File: src/rtl/debug_clk_sequencer_if.sv
// Command channel from the debug host to the clock sequencer.
// Valid/ready handshake carrying a 2-bit opcode and a 32-bit argument.
interface debug_clk_sequencer_if;
    logic        cmd_valid;
    logic        cmd_ready;
    logic [1:0]  cmd_op;
    logic [31:0] cmd_arg;

    modport master (output cmd_valid, output cmd_op, output cmd_arg, input cmd_ready);
    modport slave  (input cmd_valid, input cmd_op, input cmd_arg, output cmd_ready);
endinterface

File: src/rtl/debug_clk_sequencer.sv
// Command-driven controller for the debug clock divider: programs ratio/mode/enable,
// issues counted single-step bursts and reports done/busy/error to the host.
module debug_clk_sequencer #(
    parameter int COUNTER_BITS  = 32,
    parameter int PULSE_BITS    = 32,
    parameter int RESET_DIVIDER = 4
) (
    input  logic                    clk,
    input  logic                    reset,
    debug_clk_sequencer_if.slave    cmd,
    input  logic                    abort,
    output logic [COUNTER_BITS-1:0] div_divider,
    output logic                    div_option,
    output logic                    div_out_enable,
    output logic                    div_write_pulse,
    output logic [PULSE_BITS-1:0]   div_pulse,
    output logic                    div_reset,
    output logic                    busy,
    output logic                    done,
    output logic                    error,
    output logic [1:0]              mode
);
    typedef enum logic [2:0] {
        ST_INIT, ST_IDLE, ST_RESYNC, ST_STEP_WAIT, ST_DONE
    } state_t;

    localparam logic [1:0] OP_SET_DIV = 2'd0;
    localparam logic [1:0] OP_RUN     = 2'd1;
    localparam logic [1:0] OP_STOP    = 2'd2;
    localparam logic [1:0] OP_STEP    = 2'd3;

    localparam logic [1:0] MODE_STOPPED  = 2'd0;
    localparam logic [1:0] MODE_RUNNING  = 2'd1;
    localparam logic [1:0] MODE_STEPPING = 2'd2;

    state_t                  state_q, state_d;
    logic [COUNTER_BITS-1:0] div_divider_q, div_divider_d;
    logic                    div_option_q, div_option_d;
    logic                    div_out_enable_q, div_out_enable_d;
    logic                    div_write_pulse_q, div_write_pulse_d;
    logic [PULSE_BITS-1:0]   div_pulse_q, div_pulse_d;
    logic                    div_reset_q, div_reset_d;
    logic                    cmd_ready_q, cmd_ready_d;
    logic                    busy_q, busy_d;
    logic                    done_q, done_d;
    logic                    error_q, error_d;
    logic [1:0]              mode_q, mode_d;
    logic [PULSE_BITS-1:0]   wait_cnt_q, wait_cnt_d;

    logic                    accept;
    logic [COUNTER_BITS-1:0] div_arg;
    logic [PULSE_BITS-1:0]   step_arg;
    logic                    div_arg_bad;

    assign accept      = cmd.cmd_valid && (state_q == ST_IDLE);
    assign div_arg     = cmd.cmd_arg[COUNTER_BITS-1:0];
    assign step_arg    = cmd.cmd_arg[PULSE_BITS-1:0];
    assign div_arg_bad = div_arg < COUNTER_BITS'(2);

    always_ff @(posedge clk or posedge reset) begin
        if (reset) state_q <= ST_INIT;
        else       state_q <= state_d;
    end

    always_comb begin
        state_d = state_q;
        case (state_q)
            ST_INIT: state_d = ST_IDLE;
            ST_IDLE: begin
                if (accept) begin
                    case (cmd.cmd_op)
                        OP_SET_DIV: state_d = (!div_arg_bad && mode_q == MODE_RUNNING)
                                              ? ST_RESYNC : ST_DONE;
                        OP_STEP:    state_d = (step_arg != '0) ? ST_STEP_WAIT : ST_DONE;
                        default:    state_d = ST_DONE;
                    endcase
                end
            end
            ST_RESYNC:    state_d = ST_DONE;
            ST_STEP_WAIT: if (abort || wait_cnt_q == '0) state_d = ST_DONE;
            ST_DONE:      state_d = ST_IDLE;
            default:      state_d = ST_INIT;
        endcase
    end

    // Next values of every registered output; strobes default low.
    always_comb begin
        div_divider_d     = div_divider_q;
        div_option_d      = div_option_q;
        div_out_enable_d  = div_out_enable_q;
        div_write_pulse_d = 1'b0;
        div_pulse_d       = div_pulse_q;
        div_reset_d       = 1'b0;
        error_d           = error_q;
        mode_d            = mode_q;
        wait_cnt_d        = wait_cnt_q;
        cmd_ready_d       = (state_d == ST_IDLE);
        busy_d            = (state_d != ST_IDLE);
        done_d            = (state_d == ST_DONE);
        case (state_q)
            ST_IDLE: begin
                if (accept) begin
                    error_d = 1'b0;
                    case (cmd.cmd_op)
                        OP_SET_DIV: begin
                            if (div_arg_bad) begin
                                error_d = 1'b1;
                            end else begin
                                div_divider_d = div_arg;
                                // restart divider phase so the new ratio starts clean
                                div_reset_d   = (mode_q == MODE_RUNNING);
                            end
                        end
                        OP_RUN: begin
                            div_option_d     = 1'b1;
                            div_out_enable_d = 1'b1;
                            mode_d           = MODE_RUNNING;
                        end
                        OP_STOP: begin
                            div_option_d     = 1'b0;
                            div_out_enable_d = 1'b0;
                            mode_d           = MODE_STOPPED;
                        end
                        OP_STEP: begin
                            if (step_arg != '0) begin
                                div_option_d      = 1'b0;
                                div_out_enable_d  = 1'b1;
                                div_pulse_d       = step_arg;
                                div_write_pulse_d = 1'b1;
                                wait_cnt_d        = step_arg;
                                mode_d            = MODE_STEPPING;
                            end
                        end
                        default: ;
                    endcase
                end
            end
            ST_STEP_WAIT: begin
                if (abort) begin
                    div_reset_d      = 1'b1;
                    div_out_enable_d = 1'b0;
                    error_d          = 1'b1;
                    mode_d           = MODE_STOPPED;
                end else if (wait_cnt_q == '0) begin
                    // divider output is already idle here, so the enable stays on
                    mode_d = MODE_STOPPED;
                end else begin
                    wait_cnt_d = wait_cnt_q - PULSE_BITS'(1);
                end
            end
            default: ;
        endcase
    end

    always_ff @(posedge clk or posedge reset) begin
        if (reset) begin
            div_divider_q     <= COUNTER_BITS'(RESET_DIVIDER);
            div_option_q      <= 1'b0;
            div_out_enable_q  <= 1'b0;
            div_write_pulse_q <= 1'b0;
            div_pulse_q       <= '0;
            div_reset_q       <= 1'b1;
            cmd_ready_q       <= 1'b0;
            busy_q            <= 1'b1;
            done_q            <= 1'b0;
            error_q           <= 1'b0;
            mode_q            <= MODE_STOPPED;
            wait_cnt_q        <= '0;
        end else begin
            div_divider_q     <= div_divider_d;
            div_option_q      <= div_option_d;
            div_out_enable_q  <= div_out_enable_d;
            div_write_pulse_q <= div_write_pulse_d;
            div_pulse_q       <= div_pulse_d;
            div_reset_q       <= div_reset_d;
            cmd_ready_q       <= cmd_ready_d;
            busy_q            <= busy_d;
            done_q            <= done_d;
            error_q           <= error_d;
            mode_q            <= mode_d;
            wait_cnt_q        <= wait_cnt_d;
        end
    end

    assign cmd.cmd_ready     = cmd_ready_q;
    assign div_divider       = div_divider_q;
    assign div_option        = div_option_q;
    assign div_out_enable    = div_out_enable_q;
    assign div_write_pulse   = div_write_pulse_q;
    assign div_pulse         = div_pulse_q;
    assign div_reset         = div_reset_q;
    assign busy              = busy_q;
    assign done              = done_q;
    assign error             = error_q;
    assign mode              = mode_q;
endmodule

File: src/flat_wrapper.sv
// flat-port wrapper written by rule: the top's interface ports become plain ports
module debug_clk_sequencer_flat 
#(
    parameter int COUNTER_BITS  = 32,
    parameter int PULSE_BITS    = 32,
    parameter int RESET_DIVIDER = 4
)
  (clk, reset, abort, div_divider, div_option, div_out_enable, div_write_pulse, div_pulse, div_reset, busy, done, error, mode, cmd_cmd_valid, cmd_cmd_op, cmd_cmd_arg, cmd_cmd_ready);
  debug_clk_sequencer_if cmd_i ();
  input  logic clk;
  input  logic reset;
  input  logic abort;
  output logic [COUNTER_BITS-1:0] div_divider;
  output logic div_option;
  output logic div_out_enable;
  output logic div_write_pulse;
  output logic [PULSE_BITS-1:0] div_pulse;
  output logic div_reset;
  output logic busy;
  output logic done;
  output logic error;
  output logic [1:0] mode;
  input wire logic [$bits(cmd_i.cmd_valid)-1:0] cmd_cmd_valid;
  input wire logic [$bits(cmd_i.cmd_op)-1:0] cmd_cmd_op;
  input wire logic [$bits(cmd_i.cmd_arg)-1:0] cmd_cmd_arg;
  output wire logic [$bits(cmd_i.cmd_ready)-1:0] cmd_cmd_ready;
  assign cmd_i.cmd_valid = cmd_cmd_valid;
  assign cmd_i.cmd_op = cmd_cmd_op;
  assign cmd_i.cmd_arg = cmd_cmd_arg;
  assign cmd_cmd_ready = cmd_i.cmd_ready;
  debug_clk_sequencer #(.COUNTER_BITS(COUNTER_BITS), .PULSE_BITS(PULSE_BITS), .RESET_DIVIDER(RESET_DIVIDER)) u_core (.clk(clk), .reset(reset), .cmd(cmd_i), .abort(abort), .div_divider(div_divider), .div_option(div_option), .div_out_enable(div_out_enable), .div_write_pulse(div_write_pulse), .div_pulse(div_pulse), .div_reset(div_reset), .busy(busy), .done(done), .error(error), .mode(mode));
endmodule
File: config.mk
export PLATFORM = sky130hd
export DESIGN_NAME = debug_clk_sequencer_flat
export DESIGN_NICKNAME = d
export VERILOG_FILES = /design/src/rtl/debug_clk_sequencer_if.sv /design/src/rtl/debug_clk_sequencer.sv /design/src/flat_wrapper.sv
export SDC_FILE = /design/constraint.sdc
export NUM_CORES = 1
export LEC_CHECK = 0
export CORE_ASPECT_RATIO = 1.25
export CORE_MARGIN = 2
export CORE_UTILIZATION = 51
export DETAILED_ROUTE_END_ITERATION = 8
export PLACE_DENSITY = 0.83
export SKIP_CTS_REPAIR_TIMING = 1
export SYNTH_ARGS = -nofsm -noshare
export SYNTH_HDL_FRONTEND = slang
export SYNTH_SLANG_ARGS = --single-unit
File: constraint.sdc
create_clock -name clk -period 7.1 [get_ports clk]
set_input_delay 0.71 -clock clk [delete_from_list [all_inputs] [get_ports clk]]
set_output_delay 0.71 -clock clk [all_outputs]
set_load 0.01 [all_outputs]
# ---- After elaboration in Yosys (flattened, before gate mapping)
# Index checks and enable logic that the tools add are counted.
dict set report totals {
  reg_bits 109
  in_bits 38
}
dict set report classes {
  n_addsub 1
  magnitude_cmp 1
  n_eq_ne 21
  n_mux 39
  n_bitwise 1
  n_reduce_logical 18
}
# operator n
set ops {}
lappend ops {{2-to-1 mux 32 bit} 5}
lappend ops {{case mux 32 bit (2 select lines)} 1}
lappend ops {{zero test 32 bit} 1}
lappend ops {{< comparator 32 x 2 -> 1 bit, second input constant} 1}
lappend ops {{nonzero test 32 bit} 1}
lappend ops {{subtractor 32 x 1 -> 32 bit, second input constant} 1}
lappend ops {{2-to-1 mux 1 bit} 16}
lappend ops {{2-to-1 mux 3 bit} 4}
lappend ops {{case mux 3 bit (4 select lines)} 1}
lappend ops {{AND reduction 4 bit} 3}
lappend ops {{!= test 2 bit, second input constant} 5}
lappend ops {{AND reduction 5 bit} 2}
lappend ops {{2-to-1 mux 2 bit} 4}
lappend ops {{== test 3 x 1 -> 1 bit, second input constant} 2}
lappend ops {{== test 3 x 2 -> 1 bit, second input constant} 2}
lappend ops {{== test 3 bit, second input constant} 2}
lappend ops {{case mux 1 bit (2 select lines)} 3}
lappend ops {{case mux 1 bit (3 select lines)} 2}
lappend ops {{case mux 2 bit (3 select lines)} 1}
lappend ops {{case mux 3 bit (2 select lines)} 1}
lappend ops {{AND reduction 6 bit} 1}
lappend ops {{== test 2 x 1 -> 1 bit, second input constant} 2}
lappend ops {{== test 2 bit, second input constant} 2}
lappend ops {{!= test 2 x 1 -> 1 bit, second input constant} 2}
lappend ops {{other kinds (15)} 16}

# ---- Logic depth before layout (Yosys ltp)
# Gate-level depths: netlist (run 1).
dict set report logic_depth {
  word_depth 8
  depth_mapped 10
  mapped_depth_nobuf 8
}

# ---- Worst setup path before layout (run 1)
# OpenSTA, ideal clock, no wires.
dict set report synth_path {
  path_kind {input port to flip-flop}
  start {in cmd_cmd_arg[2]}
  end {reg u_core.div_divider_q[10], in the netlist u_core.div_divider[10]}
  setup_time_ns 0.125
  arrival_time_ns 2.382
  required_time_ns 6.975
  path_slack_ns 4.593
  stages 5
  cell_sequence {nor4_1 -> nand4_1 -> o211ai_1 -> clkbuf_1 -> mux2_2}
}
dict set report synth_via {
  elab_chain_len 3
}
# item line_no
set synth_rtl {}
lappend synth_rtl {{from (decl)} flat_wrapper.sv:25} ;# input wire logic [$bits(cmd_i.cmd_arg)-1:0] cmd_cmd_arg;
lappend synth_rtl {{< comparator 32 x 2 -> 1 bit} debug_clk_sequencer.sv:58} ;# assign div_arg_bad = div_arg < COUNTER_BITS'(2);
lappend synth_rtl {{inverter 1 bit (no line)} -}
lappend synth_rtl {{AND reduction 4 bit (no line)} -}
lappend synth_rtl {{to (signal assigned)} debug_clk_sequencer.sv:157} ;# div_divider_q <= COUNTER_BITS'(RESET_DIVIDER);
lappend synth_rtl {{to (signal assigned)} debug_clk_sequencer.sv:170} ;# div_divider_q <= div_divider_d;
lappend synth_rtl {{to (decl)} debug_clk_sequencer.sv:37} ;# logic [COUNTER_BITS-1:0] div_divider_q, div_divider_d;
# No other way between the ends.
# A chain may end at the register's enable or synchronous reset.

# ---- Final worst setup path (run 1)
dict set report layout_path {
  start {in cmd_cmd_arg[21]}
  end {reg u_core.wait_cnt_q[27]}
}
dict set report layout_via {
  elab_chain_len 3
}
# item line_no
set layout_rtl {}
lappend layout_rtl {{nonzero test 32 bit} debug_clk_sequencer.sv:125} ;# if (step_arg != '0) begin
lappend layout_rtl {{!= test 2 bit (no line)} -}
lappend layout_rtl {{AND reduction 6 bit (no line)} -}
lappend layout_rtl {{to (signal assigned)} debug_clk_sequencer.sv:181} ;# wait_cnt_q <= wait_cnt_d;
lappend layout_rtl {{to (decl)} debug_clk_sequencer.sv:48} ;# logic [PULSE_BITS-1:0] wait_cnt_q, wait_cnt_d;
# No other way between the ends.

==> results of run 1 <==
[routing by layer]
layer | part of all wire | GRT usage
met5 | 0 | 0
met4 | 0.017 | 0.09469
met3 | 0.059 | 0.05806
met2 | 0.52 | 0.4324
met1 | 0.41 | 0.3212
[power by group through the flow]
stage                     Sequential, mW  Combinational, mW  Clock, mW
after global routing                1.17               1.13      0.550
after CTS                           1.13               1.05      0.525
after global placement              1.12               1.00          0
final                               1.13               1.04      0.517
after detailed placement            1.14               1.04          0
after floorplan                     1.19              0.428          0
[worst min path at each step]
stage / startpoint / to / slack [ps] / cells past startpoint
2_1_floorplan: u_core.wait_cnt_q[22] / u_core.wait_cnt_q[22] / 460 / 2
3_3_place_gp: u_core.div_pulse[29] / u_core.div_pulse[29] / 460 / 2
3_5_place_dp: u_core.div_pulse[15] / u_core.div_pulse[15] / 470 / 2
4_1_cts: u_core.div_pulse[14] / u_core.div_pulse[14] / 490 / 2
5_1_grt: u_core.div_pulse[19] / u_core.div_pulse[19] / 510 / 2
6_report: u_core.div_pulse[13] / u_core.div_pulse[13] / 480 / 2
[final cells by class]
| cell class | count | share of cell area |
|---|---|---|
| clock inverters | 7 | 0.01236 |
| repair buffers | 118 | 0.1742 |
| flip-flops and latches | 109 | 0.4088 |
| inverters | 9 | 0.005431 |
| multi-input cells | 386 | 0.3414 |
| clock buffers | 9 | 0.03371 |
| well taps | 129 | 0.02416 |
[worst max-delay path, stage by stage]
cell and delay (ps):
clkdlybuf4s50_1 520, nor4_1 420, nand4_1 320, o311ai_4 360
buf_4 340, inv_2 360, a21oi_4 540, a21oi_1 110
o2bb2a_4 240
[through the flow]
stage               power (mW)  hold slack [ps]  std cells
floorplan                1.616            461.4        532
global placement         2.123            460.1        751
detailed placement       2.173            466.5        751
CTS                      2.700            487.2        767
global route             2.850            513.4        767
finish                   2.688            484.3        767
[cells by family after synthesis]
group,count (synthesis),synth area share
and+or+nand+nor,219,0.1938
AOI/OAI and AO/OA,127,0.1580
DFF,109,0.5281
buffers and inverters,37,0.03145
muxes,33,0.07184
adders and majority gates,7,0.01693
[flip-flops by register name, summed over array words and instances (netlist names)]
signal and cells:
u_core.busy 1, u_core.cmd.cmd_ready 1, u_core.div_divider 32, u_core.div_option 1, u_core.div_out_enable 1, u_core.div_pulse 32
u_core.div_reset 1, u_core.div_write_pulse 1, u_core.done 1, u_core.error 1, u_core.mode 2, u_core.state_q 3
u_core.wait_cnt_q 32
[cells in the final DEF, fill, tap and decap left out, types with 8 or more instances in the layout]
cell type	n
clkbuf_16	9
nor3_1	19
o32ai_1	9
dfrtp_1	106
mux2_2	33
o21ai_0	35
clkdlybuf4s50_1	111
o211ai_1	8
nand2_1	111
o22ai_1	17
nand3_1	10
nor2_1	34
nor4_1	14
a21oi_1	32
==> flow_summary.ini, run 1 <==
[outcome]
status = finished clean

[pwr]
p_int_mw = 1.770
p_clk_frac = 0.192
comb_power_share = 0.386
switching_share = 0.3414
irDropWorstVdd_uv = 278.3
pwr-share-seq = 0.422
p_leak_nw = 2.805
power_density_mw_per_mm2 = 402.3
switching_power_mw = 0.9176

[logic_synthesis]
synthTopCellsByArea = dfrtp_1 51%, nand2_1 8.1%, mux2_2 7.2%
synthDominantCellAreaShare = 0.5128
yosysMostFrequentCell = nand2_1
seq_area_frac_synth = 0.5281
synth_cell_types = 51
ys_ff_latch = 109
netlist_instances = 532
netlist_area_mm2 = 0.005172
synth_nets = 577
synth-main-ff-cell = dfrtp_1
synth_top_cell_by_area = dfrtp_1
avgSynthCellArea_um2 = 9.723
async_flop_share = 1.000
synth_common_cells = 111 x nand2_1, 106 x dfrtp_1, 35 x nor2_1, 35 x o21ai_0, 33 x mux2_2
synth-edff-count = 0
ys_warn_count = 0

[placed_design]
numPortBuffers = 111
place_area_mm2 = 0.006374
gp_congestion = 0.8913
dp_hpwl_mm = 9.307
pre_cts_ws_ps = 3132

[timing]
fin_skew_ps = 6.811
rsz0062_at_grt = no
maxSlewHeadroom = 0.3824
setup_ws_ps = 3416
finalCritPeriodShare = 0.5189
worst_slew_pin_slew_ps = 926.4
fin_tns_setup_ps = 0
max_freq_mhz = 271.4
finalHoldViolations = 0
finalSetupViolCount = 0
min_period_ps = 3684
slew_violations = 0

[clock_tree]
cts_buffers = 9
clockRootBuffer = clkbuf_16
cts.sinks = 109
clock_latency_ps = 360
cts_tree = yes
htreeDepth = 3
clk_pin_slew_ps = 80
clockBufferDepth = 2

[final_layout]
multiInputGateArea_mm2 = 0.002281
fin_nets = 678
num-fill-cells = 790
n_antenna_cell = 0
fin_util = 0.6679
regArea_mm2 = 0.002731
syn_to_final_growth_pct = 29.17
stdcell_area_mm2 = 0.006681
drive_gt1_frac = 0.1160

[worst_setup_path]
worst_r2r_path_depth = 9
worst_r2r_startpoint = u_core.wait_cnt_q[0]
r2r-end = u_core.wait_cnt_q[0]
worstSetupPathType = in -> reg
startpoint_type = input pin
critPathMaxFanout = 40
r2r_slack_ps = 3700
crit_required_ps = 7360
arrival_ps = 3940
critPathLaunch = cmd_cmd_arg[21]
worstSetupEndpointType = flop
cp-endpoint = u_core.wait_cnt_q[27]

[global_routing]
grt_max_degree = 75
globalRouteOverflowTotal = 0
gr-usage-all-layers = 0.2551
first_global_vias = 4444
grt_pass1_wl_mm = 21.93
antenna_found_initial = 0

[routing]
ant_nets = 0
drcViolationCount = 0
routed_via_density = 5.898
drt-wirelength-per-cell_um = 17.48
vias = 4524
finalWirelength_mm = 13.41
dr.pass1.iters = 5
drt_iter0_drc = 317

[die]
dieArea_mm2 = 0.01097
fp-row-count = 41
core_area_mm2 = 0.01000
die_x_um = 94.08
initial_core_util = 0.5171
fp.dieH_um = 116.6
ios = 112

[worst_hold_path]
hp-class = reg -> reg

[job]
cap_violations = 0
Note: power is estimated with default switching activity, not from simulation.
==> run 2: changes to the inputs <==
==> constraint.sdc (replaced) <==
create_clock -name clk -period 3.4 [get_ports clk]
set_input_delay 0.34 -clock clk [delete_from_list [all_inputs] [get_ports clk]]
set_output_delay 0.34 -clock clk [all_outputs]
set_load 0.01 [all_outputs]
==> flow_summary.ini, run 2 (synthesized netlist as in run 1, its figures left out) <==
[outcome]
status = finished clean

[routing]
drt_iter0_drc = 377
drcViolationCount = 0
routed_via_density = 5.950
finalWirelength_mm = 13.41
ant_nets = 0
dr.pass1.iters = 5
vias = 4605
drt-wirelength-per-cell_um = 17.33

[worst_setup_path]
critPathLaunch = u_core.wait_cnt_q[7]
cp_slowest_cell = nor4_1
crit_chain = nor4_1, nand4_2, o31a_1, a21oi_4, buf_4, o21ai_0, o21ai_0
startpoint_type = flop
cpMostUsedCell = o21ai_0
arrival_ps = 3110
r2r_slack_ps = 560
crit_required_ps = 3670
worstSetupEndpointType = flop
critPathMaxFanout = 17
cpPeakStageDelay_ps = 690
critical_path.top_delay_family = compound AO/OA/AOI/OAI gates
path_buf_inv = 1
worst_r2r_startpoint = u_core.wait_cnt_q[7]
worstSetupPathType = reg -> reg

[job]
cap_violations = 0

[die]
dieArea_mm2 = 0.01097
ios = 112
fp-row-count = 41
core_area_mm2 = 0.01000
die_x_um = 94.08
fp.dieH_um = 116.6
initial_core_util = 0.5171

[final_layout]
drive_gt1_frac = 0.1256
fin_nets = 686
syn_to_final_growth_pct = 31.35
fin_util = 0.6792
final_cell_mix = 111 x nand2_1, 111 x clkdlybuf4s50_1, 106 x dfrtp_1
n_antenna_cell = 0
stdcell_area_mm2 = 0.006794

[timing]
max_freq_mhz = 352.0
fin_skew_ps = 9.109
finalHoldViolations = 0
slew_violations = 0
hold-worst-slack_ps = 317.5
worst_slew_pin_slew_ps = 826.4
fin_tns_setup_ps = 0
finalSetupViolCount = 0
min_period_ps = 2841
rsz0062_at_grt = no
finalCritPeriodShare = 0.8357
maxSlewHeadroom = 0.4485

[worst_hold_path]
hp-class = in -> async

[clock_tree]
cts.sinks = 109
clk_pin_slew_ps = 70
clockRootBuffer = clkbuf_16
cts_tree = yes
clock_latency_ps = 350
cts_buffers = 9
htreeDepth = 3
clockBufferDepth = 2

[global_routing]
first_global_vias = 4364
antenna_found_initial = 0
gr-usage-all-layers = 0.2525
grt_max_degree = 83
grt_pass1_wl_mm = 21.74
globalRouteOverflowTotal = 0

[pwr]
p_total_mw = 5.757
power_density_mw_per_mm2 = 847.4
p_leak_nw = 2.870
irDropWorstVdd_uv = 490.2

[placed_design]
gp_congestion = 0.8772
dp_hpwl_mm = 9.446
numPortBuffers = 111
place_area_mm2 = 0.006446
==> run 2: area by class of cell <==
cell class,instances,area [um2]
Timing Repair Buffer,126,1236
Fill cell,775,3209
Tap cell,129,161.4
Sequential cell,109,2731
Clock inverter,4,95.09
Multi-Input combinational cell,386,2281
Inverter,9,36.28
Clock buffer,11,252.7
==> run 2: stage by stage <==
step / cells / worst slack [ps]
after CTS: 774 / 608.9
after global placement: 759 / 473.9
after floorplan: 532 / 191.0
final: 774 / 558.7
after global routing: 774 / 434.0
after detailed placement: 759 / 317.4
==> run 2: final timing paths <==
check,cells after the start,to
min in group clk,2,u_core.div_pulse[13]
max reg2reg,7,u_core.wait_cnt_q[16]
max in group asynchronous,3,u_core.wait_cnt_q[10]
max,7,u_core.wait_cnt_q[16]
min,2,u_core.div_divider[27]
min reg2reg,2,u_core.div_pulse[13]
==> run 2: worst reg2reg max path, cell delays in order (launching register included) <==
cell and delay (ps):
dfrtp_1 460, nor4_1 690, nand4_2 310, o31a_1 530
a21oi_4 320, buf_4 260, o21ai_0 130, o21ai_0 80
==> run 2: report_power, final <==
part	switching (mW)	total (mW)	leakage (nW)	internal, mW
clock network	0.458	1.21	0.172	0.755
registers	0.457	2.37	1.31	1.91
logic	0.958	2.18	1.38	1.22
==> run 2: routing by layer <==
| layer | up-vias | GRT usage | part of all wire |
|---|---|---|---|
| met4 | 0 | 0.09275 | 0.022 |
| met3 | 26 | 0.02968 | 0.051 |
| li1 | 2118 | - | - |
| met1 | 2281 | 0.3366 | 0.42 |
| met5 | - | 0 | 0 |
| met2 | 180 | 0.4276 | 0.51 |
